===== src/rtl/clk_gate_ctrl.sv =====
// Automatic clock-gating controller: per-domain idle gating with a round-robin,
// one-at-a-time wake arbiter so that domain clocks never start together.
module clk_gate_ctrl #(
  parameter int unsigned NumDomains = 4,
  parameter int unsigned IdleCycles = 16,
  parameter int unsigned WakeCycles = 4
) (
  input  logic                    clk_i,
  input  logic                    rst_ni,
  input  logic                    test_en_i,
  input  logic [NumDomains-1:0]   busy_i,
  input  logic [NumDomains-1:0]   wake_req_i,
  input  logic [NumDomains-1:0]   force_on_i,
  output logic [NumDomains-1:0]   clk_en_o,
  output logic [NumDomains-1:0]   ready_o,
  output logic [2*NumDomains-1:0] state_o
);

  localparam int unsigned CntMax = (IdleCycles > WakeCycles) ? IdleCycles : WakeCycles;
  localparam int unsigned CntW   = $clog2(CntMax + 1);
  localparam int unsigned PtrW   = (NumDomains > 1) ? $clog2(NumDomains) : 1;

  typedef enum logic [1:0] {
    S_OFF  = 2'd0,
    S_WAKE = 2'd1,
    S_ON   = 2'd2,
    S_IDLE = 2'd3
  } state_e;

  state_e                state_q [NumDomains];
  state_e                state_d [NumDomains];
  logic [CntW-1:0]       cnt_q   [NumDomains];
  logic [CntW-1:0]       cnt_d   [NumDomains];
  logic [PtrW-1:0]       ptr_q, ptr_d;
  logic [NumDomains-1:0] clk_en_q, clk_en_d;
  logic [NumDomains-1:0] ready_q, ready_d;

  logic [NumDomains-1:0] act;
  logic [NumDomains-1:0] pending;
  logic                  waking;
  logic                  grant_vld;
  logic [PtrW-1:0]       grant_idx;
  logic [PtrW-1:0]       scan_idx;

  assign act = busy_i | wake_req_i | force_on_i;

  // Wake candidates and the "a domain is still settling" blocker.
  always_comb begin
    pending = '0;
    waking  = 1'b0;
    for (int unsigned d = 0; d < NumDomains; d++) begin
      pending[d] = (state_q[d] == S_OFF) && act[d];
      if (state_q[d] == S_WAKE) waking = 1'b1;
    end
  end

  // Round-robin grant: first pending index at or after the pointer.
  always_comb begin
    grant_vld = 1'b0;
    grant_idx = '0;
    scan_idx  = '0;
    ptr_d     = ptr_q;
    if (!waking) begin
      for (int unsigned i = 0; i < NumDomains; i++) begin
        scan_idx = PtrW'((32'(ptr_q) + i) % NumDomains);
        if (!grant_vld && pending[scan_idx]) begin
          grant_vld = 1'b1;
          grant_idx = scan_idx;
        end
      end
    end
    if (grant_vld) begin
      ptr_d = (grant_idx == PtrW'(NumDomains - 1)) ? '0 : grant_idx + PtrW'(1);
    end
  end

  // Per-domain next state; outputs decoded from the next state so they register with it.
  always_comb begin
    clk_en_d = '0;
    ready_d  = '0;
    for (int unsigned d = 0; d < NumDomains; d++) begin
      state_d[d] = state_q[d];
      cnt_d[d]   = cnt_q[d];
      case (state_q[d])
        S_OFF: begin
          if (grant_vld && (grant_idx == PtrW'(d))) begin
            state_d[d] = S_WAKE;
            cnt_d[d]   = CntW'(WakeCycles - 1);
          end
        end
        S_WAKE: begin
          if (cnt_q[d] == '0) state_d[d] = S_ON;
          else                cnt_d[d]   = cnt_q[d] - CntW'(1);
        end
        S_ON: begin
          if (!act[d]) begin
            state_d[d] = S_IDLE;
            cnt_d[d]   = CntW'(IdleCycles - 1);
          end
        end
        S_IDLE: begin
          if (act[d])              state_d[d] = S_ON;
          else if (cnt_q[d] == '0) state_d[d] = S_OFF;
          else                     cnt_d[d]   = cnt_q[d] - CntW'(1);
        end
        default: begin
          state_d[d] = S_OFF;
          cnt_d[d]   = '0;
        end
      endcase
      clk_en_d[d] = (state_d[d] != S_OFF);
      ready_d[d]  = (state_d[d] == S_ON) || (state_d[d] == S_IDLE);
    end
  end

  always_ff @(posedge clk_i or negedge rst_ni) begin
    if (!rst_ni) begin
      for (int unsigned d = 0; d < NumDomains; d++) begin
        state_q[d] <= S_OFF;
        cnt_q[d]   <= '0;
      end
      ptr_q    <= '0;
      clk_en_q <= '0;
      ready_q  <= '0;
    end else begin
      for (int unsigned d = 0; d < NumDomains; d++) begin
        state_q[d] <= state_d[d];
        cnt_q[d]   <= cnt_d[d];
      end
      ptr_q    <= ptr_d;
      clk_en_q <= clk_en_d;
      ready_q  <= ready_d;
    end
  end

  always_comb begin
    state_o = '0;
    for (int unsigned d = 0; d < NumDomains; d++) begin
      state_o[2*d +: 2] = state_q[d];
    end
  end

  // Test mode overrides only the gate enables.
  assign clk_en_o = clk_en_q | {NumDomains{test_en_i}};
  assign ready_o  = ready_q;

endmodule


===== config.mk =====
export PLATFORM = sky130hd
export DESIGN_NAME = clk_gate_ctrl
export DESIGN_NICKNAME = d
export VERILOG_FILES = /design/src/rtl/clk_gate_ctrl.sv
export SDC_FILE = /design/constraint.sdc
export NUM_CORES = 1
export LEC_CHECK = 0
export CORE_MARGIN = 4
export CORE_UTILIZATION = 45
export CTS_CLUSTER_DIAMETER = 50
export DETAILED_ROUTE_END_ITERATION = 6
export PLACE_DENSITY = 0.66
export SLEW_MARGIN = 20
export SYNTH_ARGS = -nofsm -noshare
export SYNTH_HDL_FRONTEND = slang
export SYNTH_SLANG_ARGS = --single-unit

===== constraint.sdc =====
create_clock -name clk_i -period 3.85 [get_ports clk_i]
set_clock_uncertainty 0.15 [all_clocks]
set_input_delay 0.77 -clock clk_i [delete_from_list [all_inputs] [get_ports clk_i]]
set_output_delay 0.77 -clock clk_i [all_outputs]
set_load 0.005 [all_outputs]

==> summary.md, run 1 <==
| Metric | Value |
|---|---|
| Status | finished clean |
| Cell Pwr Density | 488 nW/um^2 |
| Synthesized area | 2370 sq um |
| CP delay by family, top | compound AO/OA/AOI/OAI gates |
| Worst EP required | 3.88 ns |
| Cell count after synthesis | 245 |
| MaxCap Viol Count | 0 |
| Lkg Pwr | between 1 and 1.5 nW |
| Buffers & Inverters on Critical Path | 1 |
| # port buffers | 30 |
| # IOs | 31 |
| P&R area growth vs syn | 17.5% |
| CTS tree | yes |
| CP Class | in -> reg |
| Clock sink count | 36 |
| Setup-failing EPs final | 0 |
| Worst-Margin Slew | 0.816 ns |
| Antenna fix cells | 0 |
| Yosys top cell area share | 37.9% |
| Worst setup EP type | flip-flop |
| Worst Path Max Fanout | 7 |
| Final Cycle Share | a little over four fifths |
| Synth top area cells | dfrtp_1 38%, ha_1 4.7%, mux2i_1 3.0% |
| Initial antenna violation count | 0 |
| Worst-path clk slew | 0.07 ns |
| Largest net degree at the start of global routing | 37 |
| First-pass GRT wire length | between 8 and 9 mm |
| Cell Rows | 26 |
| Most frequent cells in the layout | 36 x dfrtp_1, 29 x clkdlybuf4s50_1, 16 x inv_1, 16 x nor2_1, 15 x nand2_1 |
| Number of synthesized register bits | 36 |
| RSZ-0062 raised after global routing | false |
| Reg2Reg Depth | 8 |
| Clock Latency Late Sink | 0.29 ns |
| Worst r2r src | state_o[0] |
| Reg2reg setup slack | 0.84 ns |
| Setup slack at placement | roughly 0.33 ns |
| Post-CTS Resized | 0 |
| Drt first-iter violations | 99 |
| Headroom to the max-slew limit | 45.6% |
| NumNets Final | 295 |
| Final WS setup | ~0.6 ns |
| Vias in the first global route | between 1.5k and 2k |
| DRC | 0 |
| Tot GR Track Use | around 17% |
| Chip width | 80.6 um |
| Post-CTS Setup Inserts | 0 |
| Post-synthesis sequential area ratio | 37.9% |
| Post-DR vias/cell | 5.78 |
| Setup TNS | 0 ns |
| Wirelength per Cell | 14.5 um |
| Crit start category | primary input |
| Min-delay src | cnt_q[19] |
| TritonCTS Buffers | 5 |
| Initial Utilization | between 40% and 50% |
| Syn avg cell area | around 9.7 sq um |
| Commonest non-fill, non-tap cell in the layout | dfrtp_1 |
| Layout cells sized above 1 | between 10% and 20% |
| CP arrival | 3.27 ns |
| Post-synth cell types | 57 |
| Hold Path Depth | 1 |
| Yosys Warn Count | 0 |
| Fill count | 486 |
| FMAX | 309 MHz |
| Total core area | 5110 sq um |
| Post-layout util | 54.6% |
| Syn nets | around 270 |
| Number of antenna-violating nets in the routed design | 0 |
| Final HPWL DP | between 3 and 4 mm |
| Die area | 6500 sq um |
| Slowest CP cell | or3_1 |
| RR Endpoint | cnt_q[14] |
| Maximum vdd drop | 0.241 mV |
| Via count | 1976 |
| Storage element area | 901 sq um |
| Cells after DPL | 334 |
| Global route overflow | 0 |
| Hold EP | cnt_q[19] |
| Cts hold-fix bufs | 0 |
| Worst path max stage delay | 0.47 ns |
| Minimum clock period | around 3.2 ns |
| Biggest area consumer among synthesized cells | dfrtp_1 |
| Post-Layout Cell Count | around 340 |
| H-tree levels | 2 |
| Number of synthesized flops with an enable pin | 0 |
| Final wirelength | ~4.9 mm |
| Cells along the critical path | clkdlybuf4s50_1 -> or3_1 -> a32oi_1 -> o21ai_0 -> nor3_1 -> ha_1 -> nand2_1 -> a211o_2 -> a32o_1 |
| Footprint of the multi-input gates | 1340 sq um |
| Top_reg_cell synth | dfrtp_1 |
| Type of the most critical hold path | reg -> reg |
| Die height | 80.6 um |
| Gpl congestion | 0.823 |
| CTS max path bufs | 2 |
| Ys async rst share | 100% |
| Final Hold Fails | 0 |
| Drt pass-1 iters | 7 |
| Slew Limit Fails | 0 |
| Root Driver | clkbuf_8 |
## Yosys cell counts, types with 2 or more instances
master     count
a21oi_1       13
a22o_1         3
a22o_4         2
a22oi_1        3
a31o_1         7
a31o_2         2
a31oi_1        9
and2_1         2
buf_2          3
buf_4          3
clkbuf_1       5
dfrtp_1       36
ha_1           9
inv_1         16
mux2i_1        7
nand2_1       15
nand2b_1       6
nand3b_1       7
nor2_1        16
nor2_2         2
nor2b_1        3
nor3_1         5
nor4_1         7
nor4b_1        2
o211ai_1       2
o211ai_4       3
o21ai_0        8
o221ai_1       6
o2bb2ai_4      2
o311ai_0       3
o31ai_1        2
or2_2          5
or3_1          5
or3b_2         2
or4_1          2
## how the worst max path moves through the flow
stage,startpoint,end,cells past startpoint
after floorplan,wake_req_i[0],cnt_q[14],9
after global placement,wake_req_i[0],cnt_q[14],9
after detailed placement,wake_req_i[0],cnt_q[14],9
after CTS,wake_req_i[0],cnt_q[14],9
after global routing,wake_req_i[2],cnt_q[14],9
final,wake_req_i[0],cnt_q[14],9
## sequential cells by signal (all words and copies together), names as in the netlist
name      count
clk_en_q      4
cnt_q        20
ptr_q         2
ready_o       4
state_o       6
## logic make-up after synthesis
kind of cell / share of synthesized area (%)
AO/OA/AOI/OAI: 28.5
adder cells (fa/ha/maj): 4.74
buffers and inverters: 5.58
flip-flops: 37.9
multiplexers: 3.42
AND/OR/NAND/NOR: 19.9
## report_power, final
part	leakage, nW	switching (W)	internal [W]	total (W)
combinational	0.669	0.000265	0.000249	0.000513
sequential	0.392	0.000111	0.000458	0.000569
clock	0.0455	0.000132	0.000146	0.000278
total	1.11	0.000508	0.000853	0.00136
## layer usage
metal | vias up | routed length [um] | part of all wire [%] | GRT usage (%)
met1 | 951 | 2360 | 48 | 21.7
li1 | 979 | - | - | -
met5 | - | 0 | 0 | 0
met4 | 0 | 62 | 1.3 | 4.73
met2 | 41 | 2330 | 47 | 27.6
met3 | 5 | 192 | 3.9 | 3.81
## area by class of cell
cell class                      instances  area share, %
Tap cell                               70           3.14
Multi-Input combinational cell        180           48.1
Sequential cell                        36           32.3
Clock buffer                            8           3.23
Inverter                               16           2.15
Timing Repair Buffer                   32           11.1
## per-stage QoR
step / area (sq um) / total power, W / hold slack, ns
2_1_floorplan: 2370 / 0.000939 / 0.324
4_1_cts: 2790 / 0.00137 / 0.367
6_report: 2790 / 0.00136 / 0.361
3_3_place_gp: 2700 / 0.00108 / 0.347
3_5_place_dp: 2700 / 0.00109 / 0.351
5_1_grt: 2790 / 0.00146 / 0.389
## worst register-to-register path, stage by stage (launching register included)
cell,delay [ns]
dfrtp_1,0.52
nor2_1,0.66
a22o_4,0.27
o21ai_1,0.08
nor3_1,0.32
ha_1,0.20
nand2_1,0.04
a211o_2,0.38
a32o_1,0.27
No activity file was read; power rests on OpenSTA's default activity.
==> run 2, diff against run 1 <==
==> constraint.sdc (replaced) <==
create_clock -name clk_i -period 3.1 [get_ports clk_i]
set_clock_uncertainty 0.15 [all_clocks]
set_input_delay 0.62 -clock clk_i [delete_from_list [all_inputs] [get_ports clk_i]]
set_output_delay 0.62 -clock clk_i [all_outputs]
set_load 0.005 [all_outputs]
==> summary.md, run 2 (synthesized netlist as in run 1, its figures left out) <==
| Metric | Value |
|---|---|
| Status | finished clean |
| Post-DR vias/cell | 5.68 (-1.6%) |
| Root Driver | clkbuf_8 |
| Clock Latency Late Sink | 0.29 ns (about the same) |
| Largest net degree at the start of global routing | 37 (unchanged) |
| Die height | 80.6 um (unchanged) |
| Crit path launch | wake_req_i[0] |
| Initial Utilization | 46.5% (unchanged) |
| Setup-failing EPs final | 0 (unchanged) |
| Drt first-iter violations | 55 (-44%) |
| H-tree levels | 2 (unchanged) |
| Final wirelength | 5.04 mm (+1.8%) |
| Most frequent cells in the layout | 36 x dfrtp_1, 29 x clkdlybuf4s50_1, 16 x inv_1, 16 x nor2_1, 16 x buf_4 |
| Post-CTS Resized | 0 (unchanged) |
| Commonest non-fill, non-tap cell in the layout | dfrtp_1 |
| Wirelength per Cell | 14.2 um (-1.9%) |
| Cells along the critical path | clkdlybuf4s50_1 -> or3_1 -> a32oi_1 -> o21ai_0 -> nor3_1 -> ha_1 -> nand2_1 -> a211o_2 -> a32o_1 |
| P&R area growth vs syn | 22.2% |
| Final HPWL DP | 3.68 mm (+1.2%) |
| Slew Limit Fails | 0 (unchanged) |
| NumNets Final | 309 (+4.7%) |
| Slowest CP cell | or3_1 |
| Drt pass-1 iters | 4 (-3) |
| Worst-path clk slew | 0.07 ns (about the same) |
| MaxCap Viol Count | 0 (unchanged) |
| Max FFs per register | 20 (unchanged) |
| Via count | 2018 (+2.1%) |
| DRC | 0 (unchanged) |
| # port buffers | 30 (unchanged) |
| Post-CTS Setup Inserts | 0 (unchanged) |
| Cell Pwr Density | 604 nW/um^2 (+24%) |
| Clock sink count | 36 (unchanged) |
| Maximum vdd drop | 0.260 mV (+7.9%) |
| Final Hold Fails | 0 (unchanged) |
| Headroom to the max-slew limit | 46.1% (+0.49 points) |
| Minimum clock period | roughly 3.0 ns |
| RSZ-0062 raised after global routing | false |
| Cts hold-fix bufs | 0 (unchanged) |
| FMAX | about 340 MHz |
| Type of the most critical hold path | in -> async |
| Cell Rows | 26 (unchanged) |
| CTS max path bufs | 2 (unchanged) |
| Chip width | 80.6 um (unchanged) |
| Final Cycle Share | a little over nine tenths |
| Worst r2r src | state_o[2] |
| Initial antenna violation count | 0 (unchanged) |
| Vias in the first global route | 1916 (+6.7%) |
| Power, Total | 0.00175 W (+29%) |
| Die area | 6500 sq um (unchanged) |
| Layout cells sized above 1 | 15.4% (+4.8 points) |
| Crit start category | primary input |
| Worst setup EP type | flip-flop |
| Number of antenna-violating nets in the routed design | 0 (unchanged) |
| Hold WS | 0.269 ns (-0.0916 ns) |
| First-pass GRT wire length | 8.78 mm (+2.8%) |
| Worst Path Max Fanout | 6 (-1) |
| Global route overflow | 0 (unchanged) |
| TritonCTS Buffers | 5 (unchanged) |
| Biggest register | cnt_q |
| Tot GR Track Use | 17.2% (+0.55 points) |
| CP arrival | 3.00 ns (-0.27 ns) |
| Worst path max stage delay | 0.44 ns (-0.03 ns) |
| CP Class | in -> reg |
| Gpl congestion | 0.782 (-5.0%) |
| Antenna fix cells | 0 (unchanged) |
| CTS tree | yes |
| Worst-Margin Slew | 0.809 ns (-0.00742 ns) |
| Fill count | 450 (-7.4%) |
| Lkg Pwr | 1.18 nW (+6.5%) |
| Total core area | 5110 sq um (unchanged) |
| # IOs | 31 (unchanged) |
| Worst EP required | 3.13 ns (-0.75 ns) |
-- run 2: layout make-up --
cell class	count	area (sq um)	area share, %
inverters	16	60.1	2.07
flip-flops and latches	36	901	31.0
clock buffers	7	96.3	3.32
multi-input cells	180	1340	46.2
well taps	70	87.6	3.02
repair buffers	46	415	14.3
-- run 2: power breakdown --
group	internal (W)	switching [W]
Sequential	0.000568	0.000134
Combinational	0.000346	0.000341
Clock	0.000198	0.000165
-- run 2: layer usage --
metal | GRT usage, % | vias up | part of all wire (%)
met5 | 0 | - | 0
met4 | 5.41 | 0 | 0.99
met3 | 4.26 | 5 | 4.2
met2 | 28.2 | 36 | 48
met1 | 22.2 | 969 | 46
li1 | - | 1008 | -
-- run 2: path summary, 6_finish.rpt --
path                                    to  slack [ns]  cells after the start
min in group clk_i               cnt_q[19]        0.37                      1
max in group asynchronous       state_o[5]        2.02                      1
worst max-delay path             cnt_q[14]        0.13                      9
worst min-delay path             cnt_q[10]        0.27                      1
worst min register to register   cnt_q[19]        0.37                      1
worst max register to register   cnt_q[14]        0.50                      8
-- run 2: stage by stage --
stage | TNS [ns] | cells | setup slack, ns | util, % | area, sq um
2_1_floorplan | 0 | 245 | 0.319 | - | 2370
3_3_place_gp | -0.471 | 348 | -0.0910 | 54.9 | 2810
3_5_place_dp | -0.928 | 348 | -0.161 | 54.9 | 2810
4_1_cts | 0 | 355 | 0.135 | 56.8 | 2900
5_1_grt | 0 | 355 | 0.0445 | 56.8 | 2900
6_report | 0 | 355 | 0.129 | 56.8 | 2900
-- run 2: worst max-delay path, delay by kind of cell --
family                   cells  cell delay (ns)
buffers and inverters        1             0.41
AND/OR/NAND/NOR              3             0.74
adder cells (fa/ha/maj)      1             0.20
AO/OA/AOI/OAI                4             1.04
